[src/rtl/apb_lite_master12.sv]
// APB-lite master: turns one command into a SETUP/ACCESS transfer on one of four slaves.
// Optional feature macro APB_PREADY_EN adds the pready12 port, wait states and a 16-cycle timeout.
module apb_lite_master12 (
    input  logic         pclk12,
    input  logic         p_reset12,
    input  logic         cmd_valid12,
    output logic         cmd_ready12,
    input  logic         cmd_write12,
    input  logic [7:0]   cmd_addr12,
    input  logic [31:0]  cmd_wdata12,
    output logic         rsp_valid12,
    output logic [31:0]  rsp_rdata12,
    output logic         rsp_err12,
    output logic [3:0]   psel12,
    output logic         penable12,
    output logic         pwrite12,
    output logic [5:0]   paddr12,
    output logic [31:0]  pwdata12,
    input  logic [127:0] prdata_bus12
`ifdef APB_PREADY_EN
    ,
    input  logic         pready12
`endif
);

    localparam int unsigned DATA_W = 32;
    localparam int unsigned ADDR_W = 6;
    localparam int unsigned NSLV   = 4;
    localparam int unsigned IDX_W  = 2;
`ifdef APB_PREADY_EN
    localparam int unsigned CNT_W  = 4;
`endif

    typedef enum logic [1:0] {
        IDLE   = 2'd0,
        SETUP  = 2'd1,
        ACCESS = 2'd2
    } state_e;

    state_e              state_q, state_d;
    logic [NSLV-1:0]     psel_q, psel_d;
    logic                penable_q, penable_d;
    logic                pwrite_q, pwrite_d;
    logic [ADDR_W-1:0]   paddr_q, paddr_d;
    logic [DATA_W-1:0]   pwdata_q, pwdata_d;
    logic [IDX_W-1:0]    sel_q, sel_d;
    logic                rsp_valid_q, rsp_valid_d;
    logic [DATA_W-1:0]   rsp_rdata_q, rsp_rdata_d;
    logic                done;
    logic                timeout;
`ifdef APB_PREADY_EN
    logic                rsp_err_q, rsp_err_d;
    logic [CNT_W-1:0]    cnt_q, cnt_d;
`endif

    // Reset blocks acceptance in the same cycle so nothing is captured while resetting.
    assign cmd_ready12 = (state_q == IDLE) && !p_reset12;

    assign psel12      = psel_q;
    assign penable12   = penable_q;
    assign pwrite12    = pwrite_q;
    assign paddr12     = paddr_q;
    assign pwdata12    = pwdata_q;
    assign rsp_valid12 = rsp_valid_q;
    assign rsp_rdata12 = rsp_rdata_q;
`ifdef APB_PREADY_EN
    assign rsp_err12   = rsp_err_q;
`else
    assign rsp_err12   = 1'b0;
`endif

    // Next-state and registered-output logic.
    always_comb begin
        state_d     = state_q;
        psel_d      = psel_q;
        penable_d   = penable_q;
        pwrite_d    = pwrite_q;
        paddr_d     = paddr_q;
        pwdata_d    = pwdata_q;
        sel_d       = sel_q;
        rsp_valid_d = 1'b0;
        rsp_rdata_d = rsp_rdata_q;
        done        = 1'b0;
        timeout     = 1'b0;
`ifdef APB_PREADY_EN
        rsp_err_d   = rsp_err_q;
        cnt_d       = cnt_q;
`endif

        case (state_q)
            IDLE: begin
                if (cmd_valid12) begin
                    state_d  = SETUP;
                    sel_d    = cmd_addr12[7:6];
                    psel_d   = NSLV'(1) << cmd_addr12[7:6];
                    paddr_d  = cmd_addr12[5:0];
                    pwrite_d = cmd_write12;
                    pwdata_d = cmd_wdata12;
                end
            end
            SETUP: begin
                state_d   = ACCESS;
                penable_d = 1'b1;
            end
            ACCESS: begin
`ifdef APB_PREADY_EN
                // cnt_q holds the number of earlier stalled ACCESS cycles.
                if (pready12) begin
                    done = 1'b1;
                end else if (cnt_q == CNT_W'(15)) begin
                    done    = 1'b1;
                    timeout = 1'b1;
                end else begin
                    cnt_d = cnt_q + CNT_W'(1);
                end
`else
                done = 1'b1;
`endif
            end
            default: begin
                state_d = IDLE;
            end
        endcase

        if (done) begin
            state_d     = IDLE;
            psel_d      = '0;
            penable_d   = 1'b0;
            rsp_valid_d = 1'b1;
            rsp_rdata_d = (pwrite_q || timeout) ? '0 : prdata_bus12[{sel_q, 5'd0} +: DATA_W];
`ifdef APB_PREADY_EN
            rsp_err_d   = timeout;
            cnt_d       = '0;
`endif
        end
    end

    // State and output registers with synchronous reset.
    always_ff @(posedge pclk12) begin
        if (p_reset12) begin
            state_q     <= IDLE;
            psel_q      <= '0;
            penable_q   <= 1'b0;
            pwrite_q    <= 1'b0;
            paddr_q     <= '0;
            pwdata_q    <= '0;
            sel_q       <= '0;
            rsp_valid_q <= 1'b0;
            rsp_rdata_q <= '0;
`ifdef APB_PREADY_EN
            rsp_err_q   <= 1'b0;
            cnt_q       <= '0;
`endif
        end else begin
            state_q     <= state_d;
            psel_q      <= psel_d;
            penable_q   <= penable_d;
            pwrite_q    <= pwrite_d;
            paddr_q     <= paddr_d;
            pwdata_q    <= pwdata_d;
            sel_q       <= sel_d;
            rsp_valid_q <= rsp_valid_d;
            rsp_rdata_q <= rsp_rdata_d;
`ifdef APB_PREADY_EN
            rsp_err_q   <= rsp_err_d;
            cnt_q       <= cnt_d;
`endif
        end
    end

endmodule

[config.mk]
export PLATFORM = sky130hd
export DESIGN_NAME = apb_lite_master12
export DESIGN_NICKNAME = d
export VERILOG_FILES = /design/src/rtl/apb_lite_master12.sv
export SDC_FILE = /design/constraint.sdc
export NUM_CORES = 1
export LEC_CHECK = 0
export CAP_MARGIN = 20
export CORE_AREA = 2 2 97 99
export DETAILED_ROUTE_END_ITERATION = 8
export DIE_AREA = 0 0 99 101
export DONT_BUFFER_PORTS = 1
export GPL_TIMING_DRIVEN = 1
export SYNTH_ARGS = -nofsm -noshare
export SYNTH_HDL_FRONTEND = slang
export SYNTH_SLANG_ARGS = --single-unit
[constraint.sdc]
create_clock -name pclk12 -period 1.82 [get_ports pclk12]
set_input_delay 0.455 -clock pclk12 [delete_from_list [all_inputs] [get_ports pclk12]]
set_output_delay 0.455 -clock pclk12 [all_outputs]
set_load 0.01 [all_outputs]
After elaboration in Yosys (flattened, before gate mapping)

Cells that the tools add are included.

Register bits: 81
Output and inout port bits: 79
Word-level logic and storage cells: 26
Input bits: 172

Equality and inequality tests: 3
Reductions and logical operators: 6
Bitwise operators: 1
Shift operators: 2
Multiplexer cells: 5

Operator list:

| cell                                                | count |
|---|---|
| indexed part select 128 x 8 -> 32 bit               | 1 |
| 2-to-1 mux 32 bit                                   | 1 |
| one-hot mux 2 bit (3 select lines)                  | 1 |
| AND reduction 2 bit                                 | 2 |
| << shifter 1 x 2 -> 4 bit, first input constant     | 1 |
| equality test 2 x 1 -> 1 bit, second input constant | 1 |
| equality test 2 bit, second input constant          | 1 |
| logical NOT 2 bit                                   | 1 |
| 2-to-1 mux 1 bit                                    | 2 |
| 2-to-1 mux 2 bit                                    | 1 |
| != test 2 bit, second input constant                | 1 |
| OR reduction 2 bit                                  | 1 |
| logical AND 1 bit                                   | 1 |
| logical NOT 1 bit                                   | 1 |
| inverter 1 bit                                      | 1 |

Longest topological paths before layout

Word-level depth: 3
Gate-level depth with buffers: 5
Gate-level depth less buffers: 3

Worst setup path after synthesis

No wires, ideal clock.

Path type: reg-to-reg
From: register sel_q[0]
To: register rsp_rdata_q[10], in the netlist rsp_rdata12[10]
Arrival: 1,266 ps
Cell stages (with the launch flop): 5
Period minus slack after synthesis: 1,383 ps
Setup time: 117 ps
Data required time: 1,703 ps
Buffers on the path: 2
Slack: 437 ps
Cell sequence: dfxtp_1 > buf_6 > buf_6 > mux4_2 > a22o_1

Word-level cells in the longest chain between the ends: 2

Ends and longest elaborated chain:

| what                                  | line | RTL |
|---|---|---|
| from (decl)                           | 46   | `logic [IDX_W-1:0] sel_q, sel_d;` |
| from (signal assigned)                | 161  | `sel_q <= sel_d;` |
| indexed part select 128 x 8 -> 32 bit | 130  | `rsp_rdata_d = (pwrite_q \|\| timeout) ? '0 : prdata_bus12[{sel_q, 5'd0} +: DATA_W];` |
| 2-to-1 mux 32 bit                     | 130  |  |
| to (signal assigned)                  | 163  | `rsp_rdata_q <= rsp_rdata_d;` |
| to (decl)                             | 48   | `logic [DATA_W-1:0] rsp_rdata_q, rsp_rdata_d;` |

No other way between the ends.
A chain may end at the register's enable or synchronous reset.

Worst setup path after layout

From: register state_q[1]
To: output cmd_ready12

Word-level cells in the longest chain between the ends: 2

Ends and longest elaborated chain:

| what                   | line | RTL |
|---|---|---|
| from (decl)            | 40   | `state_e state_q, state_d;` |
| from (signal assigned) | 155  | `state_q <= state_d;` |
| logical NOT 2 bit      | 57   | `assign cmd_ready12 = (state_q == IDLE) && !p_reset12;` |
| logical AND 1 bit      | 57   |  |
| to (decl)              | 7    | `output logic cmd_ready12,` |

No other way between the ends.

==> flow_metrics.env <==
export IMPL_outcome="finished, final reports clean"
export IMPL_synthSimpleGateAreaFrac_pct=12.48
export IMPL_r2r_setup_slack_ns=0.32
export IMPL_viasPerCell=5.702
export IMPL_io_pins=251
export IMPL_core_area_um2=8977
export IMPL_synthTopCellsByArea="dfxtp_1 (47%), mux4_2 (21%), nand2_1 (9.3%)"
export IMPL_grt_pass1_vias=2487
export IMPL_skew_ns=0.01169
export IMPL_postCtsHoldBufs=0
export IMPL_cts_sink_count=81
export IMPL_synth_top_area_share_pct=46.89
export IMPL_initial_core_util_pct=38.52
export IMPL_synth_xor_area_share_pct=0
export IMPL_drc=0
export IMPL_setup_violations_final=0
export IMPL_min_delay_worst_endpoint="pwdata12[19]"
export IMPL_clock_latency_ns=0.34
export IMPL_yosysSeqAreaShare_pct=46.89
export IMPL_path_clk_slew_ns=0.09
export IMPL_multiInputGateArea_um2=1682
export IMPL_final_cell_mix="nand2_1 (86), dfxtp_1 (80), a21oi_1 (46)"
export IMPL_hold_path_startpoint="p_reset12"
export IMPL_critical_path_class="flip-flop to output pin"
export IMPL_io_buffer_count=0
export IMPL_endpoint_kind="output pin"
export IMPL_syn_nets=496
export IMPL_clock_tree_buffer_depth=2
export IMPL_fp_dieW_um=99
export IMPL_synthMuxAreaShare_pct=20.84
export IMPL_rsz0062_at_grt="false"
export IMPL_critPathArrivalTime_ns=1.13
export IMPL_yosysWarnings=0
export IMPL_gr_total_overflow=0
export IMPL_cts_made_buffers=9
export IMPL_nets=485
export IMPL_track_usage_pct=17.47
export IMPL_grt_pass1_wl_mm=13.48
export IMPL_ir_drop_mv=0.4231
export IMPL_p_leak_uw=0.001328
export IMPL_cts_tree="yes"
export IMPL_rows=35
export IMPL_crit_path_start_kind="flip-flop"
export IMPL_grt_antenna_before_repair=1
export IMPL_power_uw=3970
export IMPL_reg2reg_from="sel_q[0]"
export IMPL_hpwl_mm=6.919
export IMPL_regArea_um2=1623
export IMPL_place_gp_congestion=0.7098
export IMPL_cts_max_level=3
export IMPL_die_area_um2=9999
export IMPL_worstPathCellList="nor3_1"
export IMPL_syn_inst=324
export IMPL_drtPass1Iterations=4
export IMPL_routedWlPerCell_um=21.70
export IMPL_synth_adder_area_share_pct=0
export IMPL_crit_buf_inv=0
export IMPL_hold_viol=0
export IMPL_die_h_um=101
export IMPL_fin_crit_ns=1.586
export IMPL_num_vias=2452
export IMPL_cpMaxStageDelayCell="dfxtp_1"
export IMPL_cts_setup_buffers=0
export IMPL_grt_max_degree=50
export IMPL_ant_nets=0
export IMPL_critical_path_top_delay_family="flip-flops"
export IMPL_wl_mm=9.329
export IMPL_synth_top_family_by_area="multiplexers"
export IMPL_hold_class="input pin to flip-flop"
export IMPL_fmax_ghz=0.6305
export IMPL_drt_first_iter_violations=58
export IMPL_yosysTopAreaCell="dfxtp_1"
export IMPL_maxSlewViolCount=0
export IMPL_tns_ns=0
export IMPL_cts_resized=0
export IMPL_ys_types=23
export IMPL_ys_seq_elements=81
export IMPL_cts_root_buf="clkbuf_8"
export IMPL_cp_max_fo=6
export IMPL_worstPathRequired_ns=1.36
export IMPL_holdPathStages=1
export IMPL_power_per_cell_area_nw_per_um2=1044
export IMPL_n_fill_cell=857
export IMPL_finalCritPeriodShare_pct=87.15
export IMPL_area_growth_pct=10.02
export IMPL_drv_cap=0
export IMPL_r2r_end="rsp_rdata12[30]"
export IMPL_final_common_cell="nand2_1"
export IMPL_max_stage_delay_ns=0.39
export IMPL_drive_gt1_share_pct=19.18
export IMPL_reg2regPathDepth=3
export IMPL_synth_compound_area_share_pct=14.76
export IMPL_synth_area_per_cell_um2=10.67
export IMPL_syn_area_um2=3458
-- cell usage after synthesis --
| cell type | count |
|---|---|
| clkbuf_1 | 5 |
| conb_1 | 1 |
| nor3_1 | 1 |
| a22o_1 | 32 |
| nand3b_1 | 2 |
| nor2b_1 | 2 |
| nand3_1 | 1 |
| nor2_1 | 3 |
| nand2_1 | 86 |
| nand2b_1 | 1 |
| or3b_1 | 1 |
| mux4_2 | 32 |
| buf_4 | 1 |
| nor3_2 | 1 |
| nor3b_2 | 1 |
| dfxtp_1 | 81 |
| buf_1 | 1 |
| nand2b_2 | 1 |
| buf_2 | 19 |
| a21oi_1 | 46 |
| or3_1 | 1 |
| nor3b_1 | 1 |
| buf_6 | 4 |
-- stage by stage --
stage          hold slack [ns]  util, %  setup slack (ns)  area (um2)  std cells
5_1_grt                 0.1340    42.38            0.1306        3805        430
4_1_cts                 0.1511    42.36            0.1985        3802        429
6_report                0.1723    42.38            0.2339        3805        430
3_5_place_dp            0.4903    39.58            0.3347        3553        413
3_3_place_gp            0.4859    39.58            0.3530        3553        413
2_1_floorplan           0.4761        -            0.4369        3458        324
-- final cells by class --
| cell class | instances | area share (%) |
|---|---|---|
| antenna | 1 | 0.06577 |
| clock buffer | 9 | 3.256 |
| clock inverter | 7 | 3.288 |
| multi-input combinational | 213 | 44.20 |
| sequential | 81 | 42.65 |
| tap | 111 | 3.650 |
| timing repair buffer | 8 | 2.894 |
-- worst max path at each step --
| stage | from | to | slack (ns) | cells past startpoint |
|---|---|---|---|---|
| after detailed placement | sel_q[0] | rsp_rdata12[30] | 0.33 | 3 |
| after global routing | state_q[1] | cmd_ready12 | 0.13 | 1 |
| after global placement | sel_q[0] | rsp_rdata12[30] | 0.35 | 3 |
| after floorplan | sel_q[0] | rsp_rdata12[10] | 0.44 | 4 |
| final | state_q[1] | cmd_ready12 | 0.23 | 1 |
| after CTS | state_q[1] | cmd_ready12 | 0.20 | 1 |
-- registers in the layout, summed over array words and instances, names as in the netlist --
register and count:
penable12 1, rsp_rdata12 32, rsp_valid12 1, pwrite12 1
state_q 2, pwdata12 32, psel12 4, sel_q 2
paddr12 6
-- report_power, final --
| part | leakage, uW | total (uW) | internal, uW | switching (uW) |
|---|---|---|---|---|
| logic | 0.000541 | 388 | 207 | 180 |
| registers | 0.000661 | 1960 | 1860 | 107 |
| clock network | 0.000125 | 1620 | 929 | 689 |
-- cell families (layout without fill, tap and decap cells) --
group                  count (synthesis)  after routing
AOI/OAI and AO/OA                     78             78
buffers and inverters                 30             24
DFF                                   81             81
muxes                                 32             32
other                                  1              2
and+or+nand+nor                      102            102
-- per-layer routing --
metal  track usage (%)  wire, um
met2             29.73      4777
met3             7.559      1051
met1             19.13      3302
met5                 0         0
met4             7.271       197
Power figures use the tool's default switching activity.
